**src/rtl/phy_tx_serializer_if.sv**
```systemverilog
// rtl/phy_tx_serializer_if.sv - control and SRAM bus bundle for the UPDI transmit serializer
//
// Purpose: groups the start/status handshake, the frame SRAM read port and
// the serial line of phy_tx_serializer into one bundle.
// Signals:
//   ten        start strobe (sampled only while idle)
//   base_addr  SRAM address of the first frame
//   frame_cnt  number of frames to send
//   csb0       SRAM chip select, active-low
//   web0       SRAM write enable, active-low (held high, read-only)
//   addr0      SRAM address
//   i_data     SRAM read data, valid the cycle after csb0 is low
//   pwdata     serial transmit line, idle high
//   tend       one-cycle block-complete pulse
//   busy       high whenever the serializer is not idle
//   frame_err  sticky malformed-frame flag
// Modports: master = serializer side, slave = controller/SRAM side.
interface phy_tx_serializer_if;
  logic        ten;
  logic [6:0]  base_addr;
  logic [6:0]  frame_cnt;
  logic        csb0;
  logic        web0;
  logic [6:0]  addr0;
  logic [11:0] i_data;
  logic        pwdata;
  logic        tend;
  logic        busy;
  logic        frame_err;

  modport master (
    input  ten, base_addr, frame_cnt, i_data,
    output csb0, web0, addr0, pwdata, tend, busy, frame_err
  );

  modport slave (
    output ten, base_addr, frame_cnt, i_data,
    input  csb0, web0, addr0, pwdata, tend, busy, frame_err
  );
endinterface

```
**src/rtl/phy_tx_serializer.sv**
```systemverilog
// rtl/phy_tx_serializer.sv - UPDI PHY transmit serializer fed from the frame SRAM
//
// Purpose: on a start strobe, reads frame_cnt pre-formatted 12-bit line images
// from the frame SRAM starting at base_addr and shifts each one out LSB-first
// on pwdata, CLKS_PER_BIT clocks per bit, with a 2-cycle high gap per frame.
// Ports:
//   clk  system clock, rising edge
//   rst  asynchronous active-high reset
//   bus  phy_tx_serializer_if.master (start/status, SRAM read port, serial line)
// Parameters:
//   CLKS_PER_BIT  clocks per transmitted bit, 1..255
module phy_tx_serializer #(
  parameter int unsigned CLKS_PER_BIT = 1
) (
  input  logic                       clk,
  input  logic                       rst,
  phy_tx_serializer_if.master        bus
);

  typedef enum logic [2:0] {
    IDLE  = 3'd0,
    FETCH = 3'd1,
    LOAD  = 3'd2,
    SHIFT = 3'd3,
    DONE  = 3'd4
  } state_t;

  localparam logic [7:0] BAUD_LAST = 8'(CLKS_PER_BIT - 1);

  state_t      state_q;
  // Bit 0 of the frame lives in pwdata_q; rest_q holds bits [11:1] still to go.
  logic [10:0] rest_q;
  logic [3:0]  bit_idx_q;
  logic [7:0]  baud_q;
  logic [6:0]  cur_addr_q;
  logic [6:0]  remain_q;
  logic [6:0]  addr0_q;
  logic        csb0_q;
  logic        pwdata_q;
  logic        tend_q;
  logic        busy_q;
  logic        frame_err_q;

  logic [6:0]  addr_inc_d;
  logic [6:0]  remain_dec_d;
  logic        word_bad_d;
  logic        baud_tc_d;

  assign addr_inc_d   = cur_addr_q + 7'd1;   // natural 7-bit wrap 127 -> 0
  assign remain_dec_d = remain_q - 7'd1;
  assign baud_tc_d    = (baud_q == BAUD_LAST);
  // Bad start bit, bad stop bits, or parity bit disagreeing with even parity of data.
  assign word_bad_d   = bus.i_data[0] | ~(&bus.i_data[11:10]) | (^bus.i_data[9:1]);

  always_ff @(posedge clk or posedge rst) begin
    if (rst) begin
      state_q     <= IDLE;
      rest_q      <= '0;
      bit_idx_q   <= '0;
      baud_q      <= '0;
      cur_addr_q  <= '0;
      remain_q    <= '0;
      addr0_q     <= '0;
      csb0_q      <= 1'b1;
      pwdata_q    <= 1'b1;
      tend_q      <= 1'b0;
      busy_q      <= 1'b0;
      frame_err_q <= 1'b0;
    end else begin
      tend_q <= 1'b0;
      case (state_q)
        IDLE: begin
          if (bus.ten) begin
            busy_q <= 1'b1;
            if (bus.frame_cnt != 7'd0) begin
              cur_addr_q  <= bus.base_addr;
              addr0_q     <= bus.base_addr;
              remain_q    <= bus.frame_cnt;
              frame_err_q <= 1'b0;
              csb0_q      <= 1'b0;
              state_q     <= FETCH;
            end else begin
              tend_q  <= 1'b1;
              state_q <= DONE;
            end
          end
        end

        FETCH: begin
          csb0_q  <= 1'b1;
          state_q <= LOAD;
        end

        LOAD: begin
          // Malformed words are flagged but still sent as-is.
          pwdata_q  <= bus.i_data[0];
          rest_q    <= bus.i_data[11:1];
          bit_idx_q <= 4'd0;
          baud_q    <= 8'd0;
          if (word_bad_d) begin
            frame_err_q <= 1'b1;
          end
          state_q <= SHIFT;
        end

        SHIFT: begin
          if (baud_tc_d) begin
            baud_q <= 8'd0;
            if (bit_idx_q == 4'd11) begin
              pwdata_q   <= 1'b1;
              cur_addr_q <= addr_inc_d;
              remain_q   <= remain_dec_d;
              if (remain_dec_d == 7'd0) begin
                tend_q  <= 1'b1;
                state_q <= DONE;
              end else begin
                addr0_q <= addr_inc_d;
                csb0_q  <= 1'b0;
                state_q <= FETCH;
              end
            end else begin
              pwdata_q  <= rest_q[0];
              rest_q    <= {1'b0, rest_q[10:1]};
              bit_idx_q <= bit_idx_q + 4'd1;
            end
          end else begin
            baud_q <= baud_q + 8'd1;
          end
        end

        DONE: begin
          busy_q  <= 1'b0;
          state_q <= IDLE;
        end

        default: begin
          state_q <= IDLE;
        end
      endcase
    end
  end

  assign bus.csb0      = csb0_q;
  assign bus.web0      = 1'b1;
  assign bus.addr0     = addr0_q;
  assign bus.pwdata    = pwdata_q;
  assign bus.tend      = tend_q;
  assign bus.busy      = busy_q;
  assign bus.frame_err = frame_err_q;

endmodule

```
**src/flat_wrapper.sv**
```systemverilog
// flat-port wrapper written by rule: the top's interface ports become plain ports
module phy_tx_serializer_flat 
#(
  parameter int unsigned CLKS_PER_BIT = 1
)
  (clk, rst, bus_ten, bus_base_addr, bus_frame_cnt, bus_i_data, bus_csb0, bus_web0, bus_addr0, bus_pwdata, bus_tend, bus_busy, bus_frame_err);
  phy_tx_serializer_if bus_i ();
  input  logic clk;
  input  logic rst;
  input wire logic [$bits(bus_i.ten)-1:0] bus_ten;
  input wire logic [$bits(bus_i.base_addr)-1:0] bus_base_addr;
  input wire logic [$bits(bus_i.frame_cnt)-1:0] bus_frame_cnt;
  input wire logic [$bits(bus_i.i_data)-1:0] bus_i_data;
  output wire logic [$bits(bus_i.csb0)-1:0] bus_csb0;
  output wire logic [$bits(bus_i.web0)-1:0] bus_web0;
  output wire logic [$bits(bus_i.addr0)-1:0] bus_addr0;
  output wire logic [$bits(bus_i.pwdata)-1:0] bus_pwdata;
  output wire logic [$bits(bus_i.tend)-1:0] bus_tend;
  output wire logic [$bits(bus_i.busy)-1:0] bus_busy;
  output wire logic [$bits(bus_i.frame_err)-1:0] bus_frame_err;
  assign bus_i.ten = bus_ten;
  assign bus_i.base_addr = bus_base_addr;
  assign bus_i.frame_cnt = bus_frame_cnt;
  assign bus_i.i_data = bus_i_data;
  assign bus_csb0 = bus_i.csb0;
  assign bus_web0 = bus_i.web0;
  assign bus_addr0 = bus_i.addr0;
  assign bus_pwdata = bus_i.pwdata;
  assign bus_tend = bus_i.tend;
  assign bus_busy = bus_i.busy;
  assign bus_frame_err = bus_i.frame_err;
  phy_tx_serializer #(.CLKS_PER_BIT(CLKS_PER_BIT)) u_core (.clk(clk), .rst(rst), .bus(bus_i));
endmodule
```
**config.mk**
```make
export PLATFORM = sky130hd
export DESIGN_NAME = phy_tx_serializer_flat
export DESIGN_NICKNAME = d
export VERILOG_FILES = /design/src/rtl/phy_tx_serializer_if.sv /design/src/rtl/phy_tx_serializer.sv /design/src/flat_wrapper.sv
export SDC_FILE = /design/constraint.sdc
export NUM_CORES = 1
export LEC_CHECK = 0
export CORE_MARGIN = 2
export CORE_UTILIZATION = 50
export DETAILED_ROUTE_END_ITERATION = 10
export DONT_BUFFER_PORTS = 1
export HOLD_SLACK_MARGIN = 0.05
export PLACE_DENSITY = 0.63
export SLEW_MARGIN = 25
export SYNTH_ARGS = -nofsm -noshare
export SYNTH_HDL_FRONTEND = slang
export SYNTH_SLANG_ARGS = --single-unit
export TNS_END_PERCENT = 1
```
**constraint.sdc**
```tcl
create_clock -name clk -period 5.9 [get_ports clk]
set_input_delay 0.295 -clock clk [delete_from_list [all_inputs] [get_ports clk]]
set_output_delay 0.295 -clock clk [all_outputs]
set_load 0.005 [all_outputs]
```
======== After elaboration in Yosys (flattened, before gate mapping) ========
Cells that the tools add are included.
word-level totals
  register bits after elaboration ......... 52
  input port bits ......................... 29
operators by class
  add/sub/neg operators ................... 4
  equality and inequality tests ........... 12
  multiplexer cells ....................... 47
  bitwise operators ....................... 3
  reduce and logical (&&, ||, !) cells .... 19
operators with widths
  operator               number
  $mux W7                11
  $pmux W7 S2            3
  $mux W11               2
  $pmux W11 S2           1
  $pmux W8 S2            1
  $mux W3                5
  $mux W1                14
  $pmux W3 S4            1
  $reduce_and A6 Y1      2
  $reduce_xor A9 Y1      1
  $add A8 B1 Y8 const B  1
  $logic_not A8 Y1       1
  $mux W4                2
  $mux W8                1
  $ne A2 B1 Y1 const B   4
  $pmux W1 S2            4
  $pmux W4 S2            1
  $reduce_bool A2 Y1     4
  $add A7 B1 Y7 const B  1
  $logic_not A7 Y1       1
  $reduce_bool A7 Y1     1
  $sub A7 B1 Y7 const B  1
  $eq A3 B2 Y1 const B   2
  $ne A2 B2 Y1 const B   3
  13 further kinds       17

======== Logic depth before layout (Yosys ltp) ========
Gate-level depths: netlist (run 1).
  word-level depth ........................ 6
  gate-level depth with buffers ........... 9

======== Least setup slack after synthesis (run 1) ========
OpenSTA, ideal clock, no wires.
  path kind ............................... register -> register
  from .................................... register u_core.remain_q[0]
  to ...................................... register u_core.addr0_q[0], in the netlist u_core.bus.addr0[0]
  data arrival time ....................... 2.215 ns
  setup slack ............................. 3.558 ns
  cell stages (with the launch flop) ...... 10
  buffers on the path ..................... 2
  period minus slack after synthesis ...... 2.342 ns
  path through ............................ dfrtp_1 -> clkbuf_1 -> inv_1 -> ha_1 -> clkbuf_1 -> o21bai_1 -> a211o_1 -> a311oi_2 -> nor2_4 -> mux2_1
on the way
  cells in the longest elaborated chain, start to end .. 4
RTL lines
  item                                line                      source
  start: declaration                  phy_tx_serializer.sv:36   logic [6:0] remain_q;
  start signal: assignment            phy_tx_serializer.sv:78   remain_q <= bus.frame_cnt;
  start signal: assignment            phy_tx_serializer.sv:112  remain_q <= remain_dec_d;
  $sub A7 B1 Y7                       phy_tx_serializer.sv:50   assign remain_dec_d = remain_q - 7'd1;
  $logic_not A7 Y1                    phy_tx_serializer.sv:113  if (remain_dec_d == 7'd0) begin
  $ne A2 B2 Y1 (no source line)       --
  $reduce_and A6 Y1 (no source line)  --
  end signal: assignment              phy_tx_serializer.sv:77   addr0_q <= bus.base_addr;
  end signal: assignment              phy_tx_serializer.sv:117  addr0_q <= addr_inc_d;
  end: declaration                    phy_tx_serializer.sv:37   logic [6:0] addr0_q;
No other way between the ends.
A chain may end at the register's enable or synchronous reset.

======== Worst setup path in the final report (run 1) ========
  from .................................... register u_core.state_q[0]
  to ...................................... register u_core.addr0_q[0], in the netlist u_core.bus.addr0[0]
on the way
  cells in the longest elaborated chain, start to end .. 3
RTL lines
  item                                                         line                     source
  start: declaration                                           phy_tx_serializer.sv:30  state_t state_q;
  start signal: assignment                                     phy_tx_serializer.sv:57  state_q <= IDLE;
  start signal: assignment                                     phy_tx_serializer.sv:81  state_q <= FETCH;
  start signal: assignment                                     phy_tx_serializer.sv:84  state_q <= DONE;
  $eq A3 B2 Y1 or $logic_not A3 Y1 (tied branches)             phy_tx_serializer.sv:71  case (state_q)
  $ne A2 B1 Y1 (no source line), or another cell as far along  --
  $reduce_and A6 Y1 (no source line)                           --
Parallel ways exist; a longest one is shown, timed or not.

==> results of run 1 <==
==> stage by stage <==
stage               hold slack [ps]  worst slack (ps)  cell area, um^2  cells
detailed placement            309.1              3187             3039    370
CTS                           116.4              3176             3147    379
floorplan                     411.8              3558             3009    311
global route                  114.4              2974             3149    379
finish                        123.4              3200             3149    379
global placement              418.2              3254             3037    370
==> worst max-delay path, delay by kind of cell (launching register included) <==
| kind | cells | cell delay (ps) |
|---|---|---|
| AO/OA/AOI/OAI | 1 | 410 |
| AND/OR/NAND/NOR | 3 | 870 |
| flip-flops | 1 | 640 |
| buffers and inverters | 1 | 330 |
| multiplexers | 1 | 340 |
==> layer usage <==
| metal | wire (um) | part of all wire | up-vias |
|---|---|---|---|
| li1 | - | - | 1088 |
| met1 | 2892 | 0.47 | 1067 |
| met2 | 3010 | 0.48 | 36 |
| met3 | 254 | 0.041 | 6 |
| met4 | 54 | 0.0087 | 0 |
| met5 | 0 | 0 | - |
==> final timing paths <==
kind	depth (start not counted)	from	to
hold / removal	2	bus_i_data[11]	u_core.rest_q[10]
min in group asynchronous	2	rst	u_core.bus.addr0[6]
hold reg to reg	2	u_core.rest_q[8]	u_core.rest_q[8]
max in group asynchronous	2	rst	u_core.baud_q[6]
setup / recovery	6	u_core.state_q[0]	u_core.bus.addr0[0]
setup reg to reg	6	u_core.state_q[0]	u_core.bus.addr0[0]
==> cell usage after synthesis, drive strengths merged (2+ instances only) <==
master	count
a211oi	2
a21o	2
a21oi	13
a31oi	4
and3	5
and3b	2
buf	4
clkbuf	14
dfrtp	50
dfstp	2
ha	6
inv	7
mux2	13
mux2i	10
nand2	35
nand2b	2
nand3	7
nand3b	2
nand4	3
nand4b	2
nor2	23
nor2b	4
nor3	3
o21a	2
o21ai	43
o21bai	2
o22a	2
o22ai	2
o31ai	6
or3	4
xnor2	10
xor2	7
==> final cells by class <==
class	instances	share of cell area
clock buffer	6	0.02622
clock inverter	2	0.004768
inverter	7	0.009138
multi-input combinational	234	0.5081
sequential	52	0.4140
tap	75	0.02980
timing repair buffer	3	0.007946
==> flip-flops by register name, indices dropped and copies added, names as in the netlist <==
name / count
u_core.bus.tend: 1
u_core.bus.frame_err: 1
u_core.state_q: 3
u_core.remain_q: 7
u_core.baud_q: 8
u_core.bus.pwdata: 1
u_core.cur_addr_q: 7
u_core.bit_idx_q: 4
u_core.rest_q: 11
u_core.bus.addr0: 7
u_core.bus.csb0: 1
u_core.bus.busy: 1
==> power groups by stage <==
stage                     clock, uW  combinational, uW  sequential (uW)
final                           221               24.1              360
after CTS                       224               24.9              360
after global routing            240               27.5              361
after detailed placement          0               24.0              367
after global placement            0               23.8              367
after floorplan                   0               19.9              367
==> cells by family after synthesis <==
kind of cell	Yosys count	share of synthesized area
AND/OR/NAND/NOR	100	0.1759
AO/OA/AOI/OAI	86	0.1838
flip-flops	52	0.4333
buffers and inverters	25	0.03576
multiplexers	23	0.08815
XOR/XNOR	18	0.05696
adder cells (fa/ha/maj)	6	0.02495
other	1	0.001246
==> timing repair <==
action                                  4_1_cts  5_1_grt
hold endpoints to repair                     50        0
buffers inserted                              0        0
hold buffers                                  1        0
endpoints found under the setup margin        0        0
==> results.py, run 1 <==
metrics = {
    "outcome": {
        "status": "completed",
    },
    "clocking": {
        "clock_latency_ps": 310,
        "cts_tree": "built",
        "cts-root-buf": "clkbuf_8",
        "cts.clk_slew.worst_paths_ps": 110,
        "cts_sinks": 52,
        "htree_levels": 2,
        "cts_made_buffers": 5,
        "cts_resized": 0,
        "clockBufferDepth": 2,
    },
    "synthesis": {
        "syn-instance-count": 311,
        "synthDistinctLibCells": 59,
        "async_reset_ff_frac": 1.000,
        "syn_avg_cell_area_um2": 9.676,
        "ys_seq_elements": 52,
        "yosysSeqAreaShare": 0.4333,
        "synth_area_um2": 3009,
        "ys_warn_count": 0,
        "netlist.area_leader.share": 0.4158,
        "yosys.area.top_type": "dfrtp_1",
        "ys.flop_type": "dfrtp_1",
        "synth_area_leaders": "dfrtp_1 42%, o21ai_0 7.0%, nand2_1 4.4%, mux2i_1 3.3%, xnor2_1 2.9%",
        "synth_edf_count": 0,
        "synth_nets": 346,
    },
    "global_routing": {
        "grt_max_degree": 53,
        "grt_pass1_wl_um": 10350,
        "grt_busiest_layer": "met2",
        "grt_usage": 0.2000,
        "grtUsageMet1": 0.2653,
        "met2_usage": 0.3336,
        "grtUsageMet3": 0.04396,
        "grt-ovfl-total": 0,
        "antenna_found_initial": 0,
        "grt_pass1_vias": 2164,
    },
    "die": {
        "start_util": 0.5143,
        "die_w_um": 81.58,
        "die_h_um": 81.58,
        "design.core.area_um2": 5851,
        "die-area_um2": 6654,
        "ioPinCount": 42,
        "placementRows": 28,
    },
    "critical_path": {
        "slowest_stage": "dfrtp_1",
        "critPathLaunchType": "flip-flop",
        "crit_chain": "and3b_1 -> buf_4 -> nand2_1 -> a311oi_2 -> nor2_4 -> mux2_1",
        "reg2reg_slack_ps": 3200,
        "crit_fanout": 16,
        "cp.arrival_ps": 2910,
        "required_ps": 6110,
        "cp-end-kind": "flip-flop",
        "critPathKind": "flip-flop to flip-flop",
        "cp_slowest_stage_delay_ps": 640,
    },
    "power": {
        "peakVddDrop_mv": 0.1670,
        "p_seq_frac": 0.595,
        "p_clk_frac": 0.365,
        "p_total_uw": 605.0,
        "intPower_uw": 464.5,
        "switching_share": 0.2322,
        "power.switching_uw": 140.5,
        "power.density_nw_per_um2": 192.1,
        "combPwrFrac": 0.040,
        "leakage_uw": 0.001353,
    },
    "final_layout": {
        "nets": 338,
        "final_common_cell": "dfrtp_1",
        "layout-drive-gt1-share": 0.1217,
        "final_util": 0.5383,
        "nFillCells": 529,
        "diodes": 0,
        "final-seq-area_um2": 1304,
        "multi_input_area_um2": 1600,
        "most-common-layout-cells": "50 x dfrtp_1, 42 x o21ai_0, 35 x nand2_1",
        "areaGrowthSynthToFinish_pct": 4.657,
    },
    "placed_design": {
        "port-buffer-count": 0,
        "place_hpwl_um": 4289,
        "globalplace.congestion": 0.7847,
    },
    "sta": {
        "finClkSkew_ps": 17.37,
        "rsz0062_at_grt": "no",
        "drv_slew": 0,
        "finalHoldViolCount": 0,
        "min_period_over_period": 0.4577,
        "min_period_ps": 2700,
        "maxSlewHeadroom": 0.5285,
        "setup-violations-final": 0,
        "max_freq_mhz": 370.3,
        "max_slew.worst_pin.slew_ps": 703.8,
        "fin_setup_tns_ps": 0,
    },
    "drt": {
        "drt_iter0_drc": 118,
        "wl_um": 6212,
        "via_per_inst": 5.797,
        "drcViolationCount": 0,
        "ant_nets": 0,
        "vias": 2197,
        "wl_per_cell_um": 16.39,
        "dr.pass1.iters": 4,
    },
    "flow_run": {
        "maxCapViolations": 0,
    },
    "min_path": {
        "worstHoldPathType": "input pin to flip-flop",
    },
}
Power figures use the tool's default switching activity.
==> inputs of run 2 (changes only) <==
Settings changed: PLACE_DENSITY 0.63 to 0.66.
Clock period 5.9 ns to 2.2 ns, I/O delays scaled along.
==> run 2 against run 1 <==
- first-iteration DRC count grew 37%
- non-clock buffer count grew 54
- largest power group unchanged
- flip-flop and latch count unchanged
==> results.py, run 2 (synthesis gave the netlist of run 1 again) <==
metrics = {
    "placed_design": {
        "port-buffer-count": 0,
        "globalplace.congestion": 0.8011,
        "dp_slack_ps": -16.22,
        "place_hpwl_um": 4698,
    },
    "drt": {
        "via_per_inst": 5.582,
        "vias": 2417,
        "wl_um": 6693,
        "wl_per_cell_um": 15.46,
        "drcViolationCount": 0,
        "drt_iter0_drc": 162,
        "dr.pass1.iters": 4,
        "ant_nets": 0,
    },
    "power": {
        "switching_share": 0.2361,
        "p_clk_frac": 0.345,
        "peakVddDrop_mv": 0.2662,
        "p_seq_frac": 0.595,
        "combPwrFrac": 0.060,
        "power.density_nw_per_um2": 444.4,
        "intPower_uw": 1241,
        "power.switching_uw": 383.4,
        "leakage_uw": 0.001635,
        "p_total_uw": 1624,
    },
    "sta": {
        "setup-violations-final": 0,
        "drv_slew": 0,
        "maxSlewHeadroom": 0.6166,
        "setup_slack_ps": 39.21,
        "max_slew.worst_pin.slew_ps": 574.2,
        "max_freq_mhz": 462.8,
        "finClkSkew_ps": 8.384,
        "whs_ps": 54.52,
        "min_period_ps": 2161,
        "rsz0062_at_grt": "yes",
        "min_period_over_period": 0.9822,
        "finalHoldViolCount": 0,
        "fin_setup_tns_ps": 0,
    },
    "min_path": {
        "worstHoldPathType": "input pin to flip-flop",
    },
    "global_routing": {
        "met2_usage": 0.3492,
        "grt_pass1_vias": 2289,
        "grtUsageMet1": 0.2759,
        "grt_max_degree": 29,
        "antenna_found_initial": 0,
        "grt_pass1_wl_um": 10690,
        "grt_busiest_layer": "met2",
        "grt_usage": 0.2102,
        "grt-ovfl-total": 0,
        "grtUsageMet3": 0.04615,
    },
    "final_layout": {
        "final_common_cell": "dfrtp_1",
        "areaGrowthSynthToFinish_pct": 21.46,
        "nFillCells": 499,
        "final_util": 0.6247,
        "most-common-layout-cells": "50 x dfrtp_1, 42 x o21ai_0, 35 x nand2_1",
        "diodes": 0,
        "top_regs": "u_core.rest_q x11, u_core.baud_q x8",
        "nets": 392,
        "layout-drive-gt1-share": 0.2067,
        "largest_reg_flops": 11,
        "regMostFlops": "u_core.rest_q",
    },
    "critical_path": {
        "required_ps": 2410,
        "cp.arrival_ps": 2370,
        "crit_fanout": 7,
        "cp-end-kind": "flip-flop",
        "critPathLaunchType": "flip-flop",
        "critPathKind": "flip-flop to flip-flop",
    },
    "clocking": {
        "cts.clk_slew.worst_paths_ps": 100,
        "clockBufferDepth": 2,
        "cts-root-buf": "clkbuf_8",
        "cts_tree": "built",
        "clock_latency_ps": 310,
        "htree_levels": 2,
        "cts_made_buffers": 5,
        "cts_sinks": 52,
    },
    "die": {
        "ioPinCount": 42,
        "die-area_um2": 6654,
        "die_w_um": 81.58,
        "start_util": 0.5143,
        "die_h_um": 81.58,
        "placementRows": 28,
        "design.core.area_um2": 5851,
    },
    "flow_run": {
        "maxCapViolations": 0,
    },
    "outcome": {
        "status": "completed",
    },
}
-- run 2: cell count changes in the layout (fill, tap and decap cells not counted), sizes merged --
cell / previous run / this run
clkinvlp: 2 / 1
buf: 2 / 37
clkinv: 0 / 1
dlygate4sd3: 1 / 20
-- run 2: cell type report --
cell class,instances,area (um^2),area share
multi-input cells,234,1635,0.4474
flip-flops and latches,52,1304,0.3567
repair buffers,57,506.7,0.1387
well taps,75,93.84,0.02568
clock buffers,6,72.57,0.01986
inverters,7,26.28,0.007189
clock inverters,2,16.27,0.004451
-- run 2: worst max-delay path, stage by stage, from the launching register on --
cell and delay, ps:
dfrtp_1 390, ha_1 170, or4bb_4 470, o31ai_4 320, o211ai_4 130, nor2_4 120, buf_12 130, mux2_2 320
-- run 2: metrics by stage --
step / std cells / area [um^2]
floorplan: 311 / 3022
detailed placement: 400 / 3286
CTS: 430 / 3617
global route: 433 / 3655
finish: 433 / 3655
global placement: 400 / 3286
-- run 2: final timing paths --
check	startpoint	end	slack, ps	cells after the start
setup / recovery	u_core.bit_idx_q[0]	u_core.bus.addr0[2]	40	7
hold / removal	bus_base_addr[1]	u_core.cur_addr_q[1]	50	3
setup reg to reg	u_core.bit_idx_q[0]	u_core.bus.addr0[2]	40	7
hold reg to reg	u_core.baud_q[7]	u_core.baud_q[7]	490	1
max in group asynchronous	rst	u_core.bus.pwdata	1190	3
min in group asynchronous	rst	u_core.rest_q[6]	300	2
-- run 2: routing by layer --
metal	vias to the layer above	wire [um]
met5	-	0
met4	0	106
met3	10	287
met2	48	3264
met1	1159	3034
li1	1200	-
-- run 2: power groups by stage --
stage / Clock, uW / Sequential [uW] / Combinational [uW]
floorplan: 0 / 984 / 53.3
global placement: 0 / 985 / 68.1
detailed placement: 0 / 985 / 68.7
CTS: 570 / 967 / 98.3
global route: 608 / 967 / 106
finish: 560 / 967 / 97.2
-- run 2: timing repair --
item,CTS,global route
gates cloned,0,0
hold buffers,20,0
hold endpoints to repair,47,0
pin swaps,2,2
resized for setup,4,4
setup buffers,2,3
endpoints found under the setup margin,7,33
